`src/rtl/mlu_wb_pkg.sv`:
```
// Shared types and sizing constants for the MLU writeback queue.
// The result entry width follows WB_TAG_W / WB_DATA_W; top-level widths default to these.
package mlu_wb_pkg;

  localparam int WB_DATA_W     = 64;
  localparam int WB_TAG_W      = 5;
  localparam int DEFAULT_DEPTH = 4;
  localparam int CNT_W         = $clog2(DEFAULT_DEPTH) + 1;

  typedef struct packed {
    logic [WB_TAG_W-1:0]  tag;
    logic [WB_DATA_W-1:0] data;
  } wb_entry_t;

endpackage

```
`src/rtl/mlu_wb_fifo.sv`:
```
// Synchronous FIFO with async active-low reset and a synchronous clear that overrides push/pop.
// DEPTH must be a power of two so the pointers wrap naturally.
module mlu_wb_fifo #(
  parameter type T     = logic [7:0],
  parameter int  DEPTH = 4
) (
  input  logic                   clock,
  input  logic                   reset,
  input  logic                   clear,
  input  logic                   push,
  input  T                       push_data,
  input  logic                   pop,
  output T                       head,
  output logic                   empty,
  output logic                   full,
  output logic [$clog2(DEPTH):0] count
);

  localparam int PTR_W = $clog2(DEPTH);

  T                 mem_r [DEPTH];
  logic [PTR_W-1:0] wr_ptr_r;
  logic [PTR_W-1:0] rd_ptr_r;
  logic [PTR_W:0]   count_r;

  // Storage write; slots outside the valid window are don't-care.
  always_ff @(posedge clock) begin
    if (push && !clear) begin
      mem_r[wr_ptr_r] <= push_data;
    end
  end

  // Pointer and occupancy tracking.
  always_ff @(posedge clock or negedge reset) begin
    if (!reset) begin
      wr_ptr_r <= '0;
      rd_ptr_r <= '0;
      count_r  <= '0;
    end else if (clear) begin
      wr_ptr_r <= '0;
      rd_ptr_r <= '0;
      count_r  <= '0;
    end else begin
      if (push) begin
        wr_ptr_r <= wr_ptr_r + PTR_W'(1'b1);
      end
      if (pop) begin
        rd_ptr_r <= rd_ptr_r + PTR_W'(1'b1);
      end
      case ({push, pop})
        2'b10:   count_r <= count_r + (PTR_W+1)'(1'b1);
        2'b01:   count_r <= count_r - (PTR_W+1)'(1'b1);
        default: count_r <= count_r;
      endcase
    end
  end

  assign head  = mem_r[rd_ptr_r];
  assign empty = (count_r == '0);
  assign full  = (count_r == (PTR_W+1)'(DEPTH));
  assign count = count_r;

endmodule

```
`src/rtl/mlu_writeback_queue.sv`:
```
// Pairs MLU results with issue-time rd tags and hands them to writeback in order, with credit throttling.
// Optional same-cycle bypass to writeback when the result FIFO is empty: define MLU_WB_BYPASS_EN.
module mlu_writeback_queue
  import mlu_wb_pkg::*;
#(
  parameter int DATA_WIDTH = WB_DATA_W,
  parameter int TAG_WIDTH  = WB_TAG_W,
  parameter int DEPTH      = DEFAULT_DEPTH
) (
  input  logic                   clock,
  input  logic                   reset,
  input  logic                   issue_valid,
  input  logic [TAG_WIDTH-1:0]   issue_tag,
  output logic                   issue_ready,
  input  logic                   flush,
  input  logic                   mlu_valid_result,
  input  logic [DATA_WIDTH-1:0]  mlu_result,
  output logic                   mlu_ready_i,
  output logic                   wb_valid,
  output logic [TAG_WIDTH-1:0]   wb_tag,
  output logic [DATA_WIDTH-1:0]  wb_data,
  input  logic                   wb_ready,
  output logic [$clog2(DEPTH):0] occupancy,
  output logic                   orphan_err
);

  localparam int OCC_W = $clog2(DEPTH) + 1;

  logic                 issue_accept_s;
  logic                 res_accept_s;
  logic                 tag_pop_s;
  logic                 drop_dec_s;
  logic                 orphan_hit_s;
  logic                 bypass_s;
  logic                 res_push_s;
  logic                 res_pop_s;
  logic [TAG_WIDTH-1:0] tag_head_s;
  logic                 tag_empty_s;
  logic                 tag_full_s;
  logic [OCC_W-1:0]     tag_count_s;
  wb_entry_t            res_entry_s;
  wb_entry_t            res_head_s;
  logic                 res_empty_s;
  logic                 res_full_s;
  logic [OCC_W-1:0]     res_count_s;
  logic [OCC_W-1:0]     drop_cnt_r;
  logic                 orphan_err_r;

  assign occupancy      = tag_count_s + res_count_s + drop_cnt_r;
  assign issue_ready    = (occupancy < OCC_W'(DEPTH));
  assign mlu_ready_i    = !res_full_s;
  assign issue_accept_s = issue_valid && issue_ready && !flush && !tag_full_s;
  assign res_accept_s   = mlu_valid_result && mlu_ready_i;
  assign res_entry_s    = '{tag: tag_head_s, data: mlu_result};

  // Results owed to flushed ops are consumed first; results with nothing owed are orphans.
  always_comb begin
    tag_pop_s    = 1'b0;
    drop_dec_s   = 1'b0;
    orphan_hit_s = 1'b0;
    if (!res_accept_s) begin
      tag_pop_s = 1'b0;
    end else if (drop_cnt_r != '0) begin
      drop_dec_s = 1'b0 | 1'b1;
    end else if (tag_empty_s) begin
      orphan_hit_s = 1'b1;
    end else begin
      tag_pop_s = 1'b1;
    end
  end

`ifdef MLU_WB_BYPASS_EN
  assign bypass_s = tag_pop_s && !flush && res_empty_s && wb_ready;
`else
  assign bypass_s = 1'b0;
`endif

  assign res_push_s = tag_pop_s && !flush && !bypass_s;
  assign res_pop_s  = !res_empty_s && wb_ready;

  // Writeback port: bypassed result wins, otherwise the buffered head; zero when idle.
  always_comb begin
    wb_valid = 1'b0;
    wb_tag   = '0;
    wb_data  = '0;
    if (bypass_s) begin
      wb_valid = 1'b1;
      wb_tag   = tag_head_s;
      wb_data  = mlu_result;
    end else if (!res_empty_s) begin
      wb_valid = 1'b1;
      wb_tag   = res_head_s.tag;
      wb_data  = res_head_s.data;
    end else begin
      wb_valid = 1'b0;
    end
  end

  // On flush every still-pending tag becomes a result to discard, less one consumed this cycle.
  always_ff @(posedge clock or negedge reset) begin
    if (!reset) begin
      drop_cnt_r <= '0;
    end else if (flush) begin
      drop_cnt_r <= drop_cnt_r - OCC_W'(drop_dec_s) + tag_count_s - OCC_W'(tag_pop_s);
    end else begin
      drop_cnt_r <= drop_cnt_r - OCC_W'(drop_dec_s);
    end
  end

  // Sticky orphan flag.
  always_ff @(posedge clock or negedge reset) begin
    if (!reset) begin
      orphan_err_r <= 1'b0;
    end else if (orphan_hit_s) begin
      orphan_err_r <= 1'b1;
    end
  end

  assign orphan_err = orphan_err_r;

  mlu_wb_fifo #(
    .T     (logic [TAG_WIDTH-1:0]),
    .DEPTH (DEPTH)
  ) u_tag_fifo (
    .clock     (clock),
    .reset     (reset),
    .clear     (flush),
    .push      (issue_accept_s),
    .push_data (issue_tag),
    .pop       (tag_pop_s),
    .head      (tag_head_s),
    .empty     (tag_empty_s),
    .full      (tag_full_s),
    .count     (tag_count_s)
  );

  mlu_wb_fifo #(
    .T     (wb_entry_t),
    .DEPTH (DEPTH)
  ) u_res_fifo (
    .clock     (clock),
    .reset     (reset),
    .clear     (flush),
    .push      (res_push_s),
    .push_data (res_entry_s),
    .pop       (res_pop_s),
    .head      (res_head_s),
    .empty     (res_empty_s),
    .full      (res_full_s),
    .count     (res_count_s)
  );

endmodule
```
`config.mk`:
```
export PLATFORM = sky130hd
export DESIGN_NAME = mlu_writeback_queue
export DESIGN_NICKNAME = d
export VERILOG_FILES = /design/src/rtl/mlu_wb_pkg.sv /design/src/rtl/mlu_wb_fifo.sv /design/src/rtl/mlu_writeback_queue.sv
export SDC_FILE = /design/constraint.sdc
export NUM_CORES = 1
export LEC_CHECK = 0
export ABC_AREA = 1
export BUFFER_PORTS_ARGS = -buffer_cell sky130_fd_sc_hd__clkbuf_2
export CAP_MARGIN = 20
export CORE_AREA = 2 2 195 139
export DETAILED_ROUTE_END_ITERATION = 6
export DIE_AREA = 0 0 197 141
export PLACE_DENSITY = 0.7
export SYNTH_ARGS = -nofsm -noshare
export SYNTH_HDL_FRONTEND = slang
export SYNTH_SLANG_ARGS = --single-unit
```
`constraint.sdc`:
```
create_clock -name clock -period 7.8 [get_ports clock]
set_input_delay 1.56 -clock clock [delete_from_list [all_inputs] [get_ports clock]]
set_output_delay 1.56 -clock clock [all_outputs]
set_load 0.005 [all_outputs]
```
==> run metrics <==
status finished clean; cts bufs inserted 30; Slew @ Worst Pin 1.08 ns; Remaining Overflow, GRT 0; starting density of the core 49.0%; RR Endpoint u_res_fifo.mem_r[0][21]; number of remaining DRC errors 0; Post-DP Area 13800 um^2; Seq/Total Area, Yosys 72.9%; Worst setup EP type output pin; worst hold start orphan_err; GRT Total Usage 19.3%; share of cells above drive strength 1 20.2%; Slew HR 28.0%; Required @ worst endpoint 6.24 ns; critical path arrival 3.59 ns; Tmin final 5.15 ns; Max IR drop VDD 0.413 mV; count of input and output buffers 150; EDFF count, synth 296; crit-path max FO 74; Routed Antenna Nets 0; H-tree levels 1; worst min-delay path class reg2reg; static leakage 5.50 nW; asr flop ratio synth 5.73%; die height 141 um; first-pass GRT wire length 41.9 mm; CTS tree yes; Synth Flop Type edfxtp_1; worst flop-to-flop path startpoint u_tag_fifo.count[2]; Post-CTS Repair Setup Buffers 0; Layout Skew 0.0172 ns; Period Utilization, post-route 66.1%; Yosys top cell by area edfxtp_1; Synthesis Warnings 0; reg2reg path depth 7; Syn Area/Cell 12.3 um^2; Die X-Extent 197 um; RSZ-0062 raised after global routing no; First DRT Iteration DRCs 647; Final WS setup 2.65 ns; Area Growth Syn to Fin 16.1%; pwr/cell area 306 nW/um^2; Setup WS pre-CTS 3.15 ns; post-CTS resize count 0; f_max 194 MHz; row cnt 50; initial antenna violation count 2; Min-Delay Endpoint orphan_err; I/O pin total 151; Pins Over Slew Limit 0; full die area 27800 um^2; setup TNS 0 ns; cells after synthesis 1039; clk root buf clkbuf_16; routability congestion estimate 0.759; number of distinct library cells after synthesis 35; synth cell count leaders 296 x edfxtp_1, 295 x nor2_1, 156 x o21ai_0; Layout Nets 1267; Seq cells post-synth 314; Num Clock Sinks 314; Post-Syn Nets 1133; WS Path Type reg2out; Wirelength per Cell 17.5 um; Placed Instances 1478; hold path cells 1; number of global-route vias before repair 7726; largest net degree at the start of global routing 75; top cells by area in the synthesized netlist edfxtp_1 69%, nor2_1 8.6%, o21ai_0 6.1%; CTS max path bufs 3; startpoint types register; final wirelength 26.9 mm; Post-Syn Area 12800 um^2; final instance area 14900 um^2; share of the synthesized area in the top cell type 69.4%; MaxCap Viol Count 0; final non-filler cell total 1537; CTS Hold Buffers Added 0; count leader, synth edfxtp_1; drt via density 5.20; R2R setup slack 4.74 ns; clock latency on the worst-skew pair 0.55 ns; vias 7994; Clk pin slew, worst setup/hold paths 0.06 ns; hpwl dp 15.0 mm; Final Hold Violating Endpoints 0; core area 26200 um^2; TritonRoute pass-1 iters 5; final setup fails 0; final core utilization 56.9%
[per-stage QoR]
step / hold slack [ns] / total power [W]
global placement: 0.460 / 0.00308
finish: 0.479 / 0.00455
floorplan: 0.466 / 0.00266
detailed placement: 0.465 / 0.00310
global route: 0.506 / 0.00479
CTS: 0.487 / 0.00460
[worst max-delay path, stage by stage (launching register included)]
cell and delay [ns]:
dfrtp_4 0.93, clkinv_2 0.87, buf_4 0.60, o21ai_0 0.28, a21oi_1 0.13, clkbuf_2 0.17
[cell usage in the layout, fill, tap and decap left out, types with 9 or more instances in the layout]
cell / netlist / layout
edfxtp_1: 296 / 296
nor2_1: 295 / 291
o21ai_0: 156 / 156
clkbuf_2: 1 / 150
a21oi_1: 73 / 73
inv_1: 38 / 38
nand2_1: 32 / 32
clkbuf_16: 0 / 31
dfrtp_1: 18 / 16
ha_1: 14 / 14
nand3_1: 10 / 10
buf_4: 2 / 9
[report_power, final]
group | internal, W | leakage, nW | total (W) | switching, W
Sequential | 0.00189 | 2.89 | 0.00196 | 0.0000645
Combinational | 0.000404 | 2.12 | 0.00110 | 0.000697
Clock | 0.000889 | 0.493 | 0.00149 | 0.000602
[logic make-up after synthesis]
kind of cell	after synthesis	share of synthesized area [%]
AND/OR/NAND/NOR	352	11.1
buffers and inverters	106	3.49
AO/OA/AOI/OAI	240	9.70
XOR/XNOR	8	0.664
adder cells (fa/ha/maj)	19	2.15
flip-flops	314	72.9
[routing by layer]
metal / vias to the layer above / track usage, % / share of wire [%]
met5: - / 0 / 0
met4: 0 / 4.16 / 1.8
met3: 35 / 4.09 / 6.6
met2: 242 / 31.2 / 46
met1: 3820 / 27.3 / 46
li1: 3897 / - / -
[state kept, by name, indices dropped and copies added (netlist names)]
signal	count
drop_cnt_r	3
u_res_fifo.count	3
u_tag_fifo.mem_r	20
orphan_err	1
u_tag_fifo.rd_ptr_r	2
u_res_fifo.wr_ptr_r	2
u_tag_fifo.wr_ptr_r	2
u_res_fifo.mem_r	276
u_tag_fifo.count	3
u_res_fifo.rd_ptr_r	2
[worst max-delay path by stage]
stage                     slack [ns]                      to                    from
after floorplan                 2.42  u_res_fifo.mem_r[0][0]        mlu_valid_result
after global placement          3.25             wb_data[24]  u_res_fifo.rd_ptr_r[0]
after detailed placement        3.15              wb_data[9]  u_res_fifo.rd_ptr_r[0]
after CTS                       2.57              wb_data[9]  u_res_fifo.rd_ptr_r[0]
after global routing            2.31             wb_data[24]  u_res_fifo.rd_ptr_r[0]
final                           2.65              wb_data[9]  u_res_fifo.rd_ptr_r[0]
[area by class of cell]
class / instances / area, um^2
Sequential cell: 314 / 9340
Clock inverter: 14 / 179
Clock buffer: 42 / 847
Antenna cell: 2 / 5.00
Inverter: 48 / 189
Timing Repair Buffer: 160 / 838
Tap cell: 338 / 423
Fill cell: 2110 / 11300
Multi-Input combinational cell: 619 / 3060
Power figures use the tool's default switching activity.
